<file path="config.mk">
export PLATFORM = sky130hd
export DESIGN_NAME = reg_pipe
export DESIGN_NICKNAME = d
export VERILOG_FILES = /design/src/rtl/reg_pipe_pkg.sv /design/src/rtl/reg_pipe_stage.sv /design/src/rtl/reg_pipe.sv
export SDC_FILE = /design/constraint.sdc
export NUM_CORES = 1
export LEC_CHECK = 0
export CAP_MARGIN = 5
export CELL_PAD_IN_SITES_DETAIL_PLACEMENT = 1
export CELL_PAD_IN_SITES_GLOBAL_PLACEMENT = 1
export CORE_MARGIN = 5
export CORE_UTILIZATION = 38
export CTS_CLUSTER_DIAMETER = 40
export DETAILED_ROUTE_END_ITERATION = 6
export PLACE_DENSITY = 0.87
export SLEW_MARGIN = 25
export SYNTH_ARGS = -nofsm -noshare
export SYNTH_HDL_FRONTEND = slang
export SYNTH_SLANG_ARGS = --single-unit
</file>
<file path="constraint.sdc">
create_clock -name clock -period 2.3 [get_ports clock]
set_input_delay 0.46 -clock clock [delete_from_list [all_inputs] [get_ports clock]]
set_output_delay 0.46 -clock clock [all_outputs]
set_load 0.01 [all_outputs]
</file>
<file path="src/rtl/reg_pipe_pkg.sv">
// Shared defaults and the occupancy-width helper for the reg_pipe register pipeline.
package reg_pipe_pkg;

   localparam int DEFAULT_WIDTH = 8;
   localparam int DEFAULT_DEPTH = 2;

   // Bits needed to count 0..depth valid stages (never narrower than 1 bit).
   function automatic int occ_width(input int depth);
      if (depth + 1 <= 2) begin
         return 1;
      end
      return $clog2(depth + 1);
   endfunction

endpackage

</file>
<file path="src/rtl/reg_pipe_stage.sv">
// One pipeline slot: data/valid (and parity when REG_PIPE_PARITY_EN is defined) with ready chaining.
module reg_pipe_stage
   import reg_pipe_pkg::*;
#(
   parameter int WIDTH = DEFAULT_WIDTH
) (
   input  logic             clock,
   input  logic             reset,
   input  logic             flush,
   input  logic [WIDTH-1:0] prev_data,
   input  logic             prev_valid,
`ifdef REG_PIPE_PARITY_EN
   input  logic             prev_parity,
   output logic             parity,
`endif
   input  logic             next_ready,
   output logic             ready,
   output logic [WIDTH-1:0] data,
   output logic             valid
);

   // A slot can take new content when it is empty or its content moves on this edge.
   assign ready = !valid || next_ready;

   always_ff @(posedge clock or posedge reset) begin
      if (reset) begin
         valid <= 1'b0;
         data  <= '0;
      end else if (flush) begin
         valid <= 1'b0;
      end else if (ready) begin
         valid <= prev_valid;
         // Bubbles leave the data register untouched.
         if (prev_valid) begin
            data <= prev_data;
         end
      end
   end

`ifdef REG_PIPE_PARITY_EN
   always_ff @(posedge clock or posedge reset) begin
      if (reset) begin
         parity <= 1'b0;
      end else if (!flush && ready && prev_valid) begin
         parity <= prev_parity;
      end
   end
`endif

endmodule

</file>
<file path="src/rtl/reg_pipe.sv">
// Valid/ready register pipeline of DEPTH stages with flush and occupancy count.
// Optional parity tracking is enabled by defining REG_PIPE_PARITY_EN.
module reg_pipe
   import reg_pipe_pkg::*;
#(
   parameter int WIDTH = DEFAULT_WIDTH,
   parameter int DEPTH = DEFAULT_DEPTH
) (
   input  logic                          clock,
   input  logic                          reset,
   input  logic                          flush,
   input  logic [WIDTH-1:0]              in_data,
   input  logic                          in_valid,
   output logic                          in_ready,
   output logic [WIDTH-1:0]              out_data,
   output logic                          out_valid,
   input  logic                          out_ready,
`ifdef REG_PIPE_PARITY_EN
   input  logic                          in_parity,
   output logic                          out_parity_err,
`endif
   output logic [occ_width(DEPTH)-1:0]   occupancy
);

   localparam int OCC_W = occ_width(DEPTH);

   logic [WIDTH-1:0] stage_data [DEPTH];
   logic [DEPTH-1:0] stage_valid;
   logic [DEPTH:0]   stage_ready;
   logic [DEPTH-1:0] valid_next;
   logic [OCC_W-1:0] occupancy_reg;
   logic [OCC_W-1:0] occupancy_next;
`ifdef REG_PIPE_PARITY_EN
   logic [DEPTH-1:0] stage_parity;
`endif

   assign stage_ready[DEPTH] = out_ready;
   assign in_ready           = stage_ready[0] && !flush;

   generate
      for (genvar gi = 0; gi < DEPTH; gi++) begin : g_stage
         logic [WIDTH-1:0] prev_data;
         logic             prev_valid;
`ifdef REG_PIPE_PARITY_EN
         logic             prev_parity;
`endif
         if (gi == 0) begin : g_head
            assign prev_data  = in_data;
            assign prev_valid = in_valid && in_ready;
`ifdef REG_PIPE_PARITY_EN
            assign prev_parity = in_parity;
`endif
         end else begin : g_body
            assign prev_data  = stage_data[gi-1];
            assign prev_valid = stage_valid[gi-1];
`ifdef REG_PIPE_PARITY_EN
            assign prev_parity = stage_parity[gi-1];
`endif
         end

         reg_pipe_stage #(
            .WIDTH (WIDTH)
         ) u_stage (
            .clock       (clock),
            .reset       (reset),
            .flush       (flush),
            .prev_data   (prev_data),
            .prev_valid  (prev_valid),
`ifdef REG_PIPE_PARITY_EN
            .prev_parity (prev_parity),
            .parity      (stage_parity[gi]),
`endif
            .next_ready  (stage_ready[gi+1]),
            .ready       (stage_ready[gi]),
            .data        (stage_data[gi]),
            .valid       (stage_valid[gi])
         );

         // Mirror of the stage's valid update, used to keep the count in step with the valids.
         assign valid_next[gi] = flush ? 1'b0
                               : (stage_ready[gi] ? prev_valid : stage_valid[gi]);
      end
   endgenerate

   always_comb begin
      occupancy_next = '0;
      for (int i = 0; i < DEPTH; i++) begin
         if (valid_next[i]) begin
            occupancy_next = occupancy_next + OCC_W'(1);
         end
      end
   end

   always_ff @(posedge clock or posedge reset) begin
      if (reset) begin
         occupancy_reg <= '0;
      end else begin
         occupancy_reg <= occupancy_next;
      end
   end

   assign occupancy = occupancy_reg;
   assign out_data  = stage_data[DEPTH-1];
   assign out_valid = stage_valid[DEPTH-1];

`ifdef REG_PIPE_PARITY_EN
   assign out_parity_err = out_valid && ((^out_data) != stage_parity[DEPTH-1]);
`endif

endmodule

</file>
==> results of run 1 <==
==> worst max-delay path by stage <==
stage / endpoint / startpoint / depth (start not counted)
floorplan: g_stage[0].u_stage.data[0]$_DFFE_PP0P_ / out_ready / 4
global placement: in_ready / out_ready / 4
detailed placement: g_stage[0].u_stage.data[3]$_DFFE_PP0P_ / out_ready / 4
CTS: in_ready / out_ready / 4
global route: in_ready / out_ready / 4
finish: in_ready / out_ready / 4
==> layer usage <==
metal,up-vias,part of all wire
li1,218,-
met1,232,0.40
met2,15,0.54
met3,2,0.047
met4,0,0.0083
met5,-,0
==> logic make-up after synthesis <==
kind of cell	after synthesis
mux	16
compound gates	1
simple gates	7
fa+ha+maj	1
buf+inv	3
flops	20
==> synthesized netlist by cell type (all sizes together) <==
cell type and count:
buf 1, inv 2, dfrtp 20, nor2 3
nand2b 1, a21oi 1, ha 1, and3b 1
nand3b 1, or3b 1, mux2 16
==> per-stage QoR <==
step | power [uW] | util | hold slack (ns) | instance area (sq um)
floorplan | 571 | - | 0.424 | 790
global placement | 700 | 0.536 | 0.487 | 1050
detailed placement | 716 | 0.536 | 0.495 | 1050
CTS | 918 | 0.555 | 0.522 | 1090
global route | 957 | 0.555 | 0.541 | 1090
finish | 908 | 0.555 | 0.518 | 1090
==> cell type report <==
type	instances	area (sq um)	area share
multi-input combinational	25	270	0.248
sequential	20	500	0.460
inverter	2	7.51	0.00690
tap	27	33.8	0.0310
timing repair buffer	24	240	0.221
clock buffer	4	36.3	0.0333
==> report_power, final <==
| part | switching [uW] | internal (uW) | total, uW | leakage (uW) |
|---|---|---|---|---|
| Sequential | 37.5 | 420 | 458 | 0.000242 |
| Combinational | 81.9 | 163 | 245 | 0.000237 |
| Clock | 108 | 96.5 | 204 | 0.0000210 |
| Total | 227 | 680 | 908 | 0.000500 |
==> cells in the final DEF (no fill, tap or decap), drive strengths merged <==
cell,n
nand3b,1
clkbuf,4
ha,1
nand2b,1
inv,2
or3b,1
clkdlybuf4s50,24
a21oi,1
and3b,1
nor2,3
mux2,16
dfrtp,20
==> metrics, run 1 <==
status=completed; DP Cell Count=a little under 100; drt first pass iters=3; top cell type by total area after synthesis=dfrtp_1; Hold Crit Class=reg2reg; Top delay family on crit path=buffers and inverters; CP required=1.84 ns; top-area cell type share of the netlist area=0.634; max reg flops=16; hold path depth=1; die height=roughly 56 um; Worst Path Max Fanout=3; # DRC=0; CTS max path bufs=2; r2r setup slk=slightly above 0.6 ns; final hold viol count=0; fin crit share=0.964; Synth cell types=12; GRT overflow=0; largest family of logic cells by synthesized area=multiplexers; Worst Setup Path Type=in2out; DR vias=approximately 470; GP Congestion=between 0.6 and 0.7; met2 Track Usage GR=0.226; post-CTS setup repair buffer count=0; hold buffers post-CTS=0; r2r startpoint=g_stage[1].u_stage.valid$_DFF_PP0_; largest net degree at the start of global routing=21; R2R cell count=3; Total Neg Setup Slack=0 ns; Routed WL=roughly 1.7 mm; crit path buf inv count=2; drt first-iter violations=3; XOR/XNOR share of the synthesized area=0; synthesized cell area=approximately 790 sq um; Hold EP=g_stage[1].u_stage.data[3]$_DFFE_PP0P_; CORE AREA=1960 sq um; PwrDens=roughly 830 nW/um^2; first-pass GRT wire length=slightly below 3 mm; met1 Usage GRT=0.137; simple-gate share of the synthesized area=0.0539; Synth area leaders=dfrtp_1 (63%), mux2_4 (15%), mux2_2 (11%); Nets=90; Port Buffers=24; number of global-route vias before repair=between 500 and 600; # diodes=0; Syn Inst Count=between 40 and 50; maxcap violations=0; wire per inst=16.6 um; htree depth=1; synthesis-to-finish area growth=37.9%; # fillers=208; Compound-Gate Fraction of Synth Area=0.00634; share of layout cells above drive strength 1=0.267; Worst path most repeated cell=clkdlybuf4s50_1; FMAX=between 400 and 500 MHz; initial core utilization=0.402; number of vias per cell=around 4.6; root buffer cell=clkbuf_4; startpoint types=input pin; syn nets=62; Clock Latency Late Sink=0.30 ns; Setup-failing EPs final=0; RSZ-0062 raised after global routing=false; sequential area share after synthesis=0.634; Arrival @ worst endpoint=approximately 1.8 ns; final worst path period need=around 2.2 ns; Ports=25; setup ws final=0.0834 ns; worst vdd ir=~420 uV; mux cell area share after synthesis=0.266; most crowded layer after global routing=met2; Worst Min Path Start=g_stage[1].u_stage.data[3]$_DFFE_PP0P_; Resize count post-CTS=0; post-place setup slack=~0.064 ns; clock slew at reported path FFs=0.11 ns; slew margin rel.=0.497; Non-Filler Instances=between 100 and 150; worst-margin pin slew=around 0.75 ns; TritonCTS Buffers=3; GRT met3 Usage=0.0348; #FFs+latches synth=20; Antenna Violating Nets Remaining=0; Worst path max stage delay=about 0.54 ns; Total Routing Usage GR=0.124; endpoint type of the worst setup path=output port; clk sink count=20; mean post-synth cell area=16.4 sq um; chip width=approximately 56 um; R2R Path End=g_stage[0].u_stage.data[3]$_DFFE_PP0P_; antenna violations before repair=0; Slew Limit Fails=0; Syn. warnings=0; Final HPWL DP=approximately 1.3 mm; FP Rows=16; die area=3090 sq um; CP max stage cell=clkdlybuf4s50_1; Post-Synth Adder-Cell Area=0.0158; P_leak=0.000500 uW; worst-path cell chain=clkdlybuf4s50_1 -> and3b_1 -> nor2_1 -> clkdlybuf4s50_1; CTS tree=yes; Clock Skew=about 0.0011 ns
Note: power is estimated with default switching activity, not from simulation.
==> run 2, diff against run 1 <==
Clock period 2.3 ns to 2.8 ns, I/O delays scaled along.
==> run 2 against run 1 <==
Flip-flop and latch count did not move. Utilization rose by 0.83 points. Register-to-register slack improved by 0.48 ns.
==> metrics, run 2 (synthesis results as in run 1) <==
status=completed; RSZ-0062 raised after global routing=false; footprint of the multi-input gates=270 sq um (unchanged); Hold Crit Class=reg2reg; Clk pwr share=0.290 (+0.065); FP Rows=16 (unchanged); drt first-iter violations=1 (-2); Arrival @ worst endpoint=1.87 ns (+0.11 ns); first-pass GRT wire length=2.85 mm (-4.0%); TritonCTS Buffers=3 (unchanged); Comb pwr share=0.247 (-0.023); FF+latch area=500 sq um (unchanged); fin crit share=0.869; commonest non-fill, non-tap cell in the layout=clkdlybuf4s50_1; Seq pwr share=0.464 (-0.041); CORE AREA=1960 sq um (unchanged); Clock Skew=0.00547 ns (+0.00440 ns); wire per inst=15.9 um (-3.8%); # DRC=0 (unchanged); Total Power=808 uW (-11%); synthesis-to-finish area growth=39.9%; Setup-failing EPs final=0 (unchanged); post-place setup slack=0.347 ns (+0.283 ns); initial core utilization=0.402 (unchanged); DR vias=479 (+2.6%); Psw=184 uW (-19%); number of global-route vias before repair=554 (-3.5%); root buffer cell=clkbuf_4; # fillers=200 (-3.8%); final worst path period need=2.43 ns; Routed WL=1.63 mm (-3.8%); die height=55.6 um (unchanged); share of layout cells above drive strength 1=0.267 (unchanged); r2r startpoint=g_stage[1].u_stage.valid$_DFF_PP0_; Total Neg Setup Slack=0 ns (unchanged); post-layout util=0.563 (+0.00829); Final HPWL DP=1.25 mm (-3.2%); FMAX=411 MHz; most frequent cells in the layout=clkdlybuf4s50_1 (24), dfrtp_1 (20), mux2_2 (8), mux2_4 (8); largest net degree at the start of global routing=21 (unchanged); maxcap violations=0 (unchanged); startpoint types=input pin; Worst Setup Path Type=in2out; Resize count post-CTS=0 (unchanged); Worst Path Max Fanout=3 (unchanged); Antenna Violating Nets Remaining=0 (unchanged); crit path from=out_ready; antenna violations before repair=0 (unchanged); Worst Min Path Start=g_stage[0].u_stage.data[4]$_DFFE_PP0P_; Slew Limit Fails=0 (unchanged); PwrDens=732 nW/um^2 (-12%); slew margin rel.=0.504 (+0.00749); max reg flops=16 (unchanged); Nets=90 (unchanged); # diodes=0 (unchanged); endpoint type of the worst setup path=output port; R2R cell count=3 (unchanged); number of vias per cell=4.70 (+2.6%); worst vdd ir=512 uV (+21%); Clock Latency Late Sink=0.30 ns (about the same); CTS max path bufs=2 (unchanged); CTS tree=yes; Ports=25 (unchanged); switching part of the total=0.228 (-0.0224); drt first pass iters=2 (-1); htree depth=1 (unchanged); Port Buffers=24 (unchanged); P_leak=0.000507 uW (+1.4%); hold path depth=1 (unchanged); worst-margin pin slew=0.743 ns (-0.0112 ns); CP required=2.24 ns (+0.40 ns); Pint=624 uW (-8.2%); setup ws final=0.367 ns (+0.284 ns); post-CTS setup repair buffer count=0 (unchanged); die area=3090 sq um (unchanged); hold buffers post-CTS=0 (unchanged); clock slew at reported path FFs=0.11 ns (about the same); final hold viol count=0 (unchanged); Total Routing Usage GR=0.122 (-0.00177); chip width=55.6 um (unchanged); clk sink count=20 (unchanged); GRT overflow=0 (unchanged); GP Congestion=0.632 (+0.76%)
[run 2: power by group through the flow]
stage / clock network, uW / logic, uW / registers (uW)
after floorplan: 0 / 74.9 / 394
after global placement: 0 / 197 / 377
after detailed placement: 0 / 203 / 382
after CTS: 243 / 204 / 376
after global routing: 258 / 215 / 381
final: 234 / 199 / 375
[run 2: final cells by class]
| class | count | share of cell area |
|---|---|---|
| clock buffer | 3 | 0.0204 |
| clock inverter | 1 | 0.0272 |
| inverter | 2 | 0.00680 |
| multi-input combinational | 25 | 0.245 |
| sequential | 20 | 0.453 |
| tap | 27 | 0.0306 |
| timing repair buffer | 24 | 0.217 |
[run 2: stage by stage]
| step | area [sq um] | hold WS, ns | cells |
|---|---|---|---|
| 6_report | 1100 | 0.516 | 102 |
| 5_1_grt | 1100 | 0.532 | 102 |
| 4_1_cts | 1100 | 0.523 | 102 |
| 3_5_place_dp | 1050 | 0.493 | 98 |
| 3_3_place_gp | 1050 | 0.486 | 98 |
| 2_1_floorplan | 790 | 0.477 | 48 |
[run 2: routing by layer]
layer | vias up | track usage | part of all wire
li1 | 218 | - | -
met1 | 244 | 0.141 | 0.40
met2 | 15 | 0.199 | 0.54
met3 | 2 | 0.0441 | 0.044
met4 | 0 | 0.0625 | 0.017
met5 | - | 0 | 0
[run 2: worst paths after layout]
check,end,slack (ns)
setup / recovery,in_ready,0.37
hold / removal,g_stage[1].u_stage.data[4]$_DFFE_PP0P_,0.52
setup reg to reg,g_stage[0].u_stage.data[5]$_DFFE_PP0P_,1.10
hold reg to reg,g_stage[1].u_stage.data[4]$_DFFE_PP0P_,0.52
max in group asynchronous,g_stage[1].u_stage.data[0]$_DFFE_PP0P_,1.64
min in group asynchronous,g_stage[0].u_stage.valid$_DFF_PP0_,0.69
[run 2: critical path: stages]
cell             delay [ns]
clkdlybuf4s50_1        0.48
and3b_1                0.21
nor2_1                 0.09
clkdlybuf4s50_1        0.54
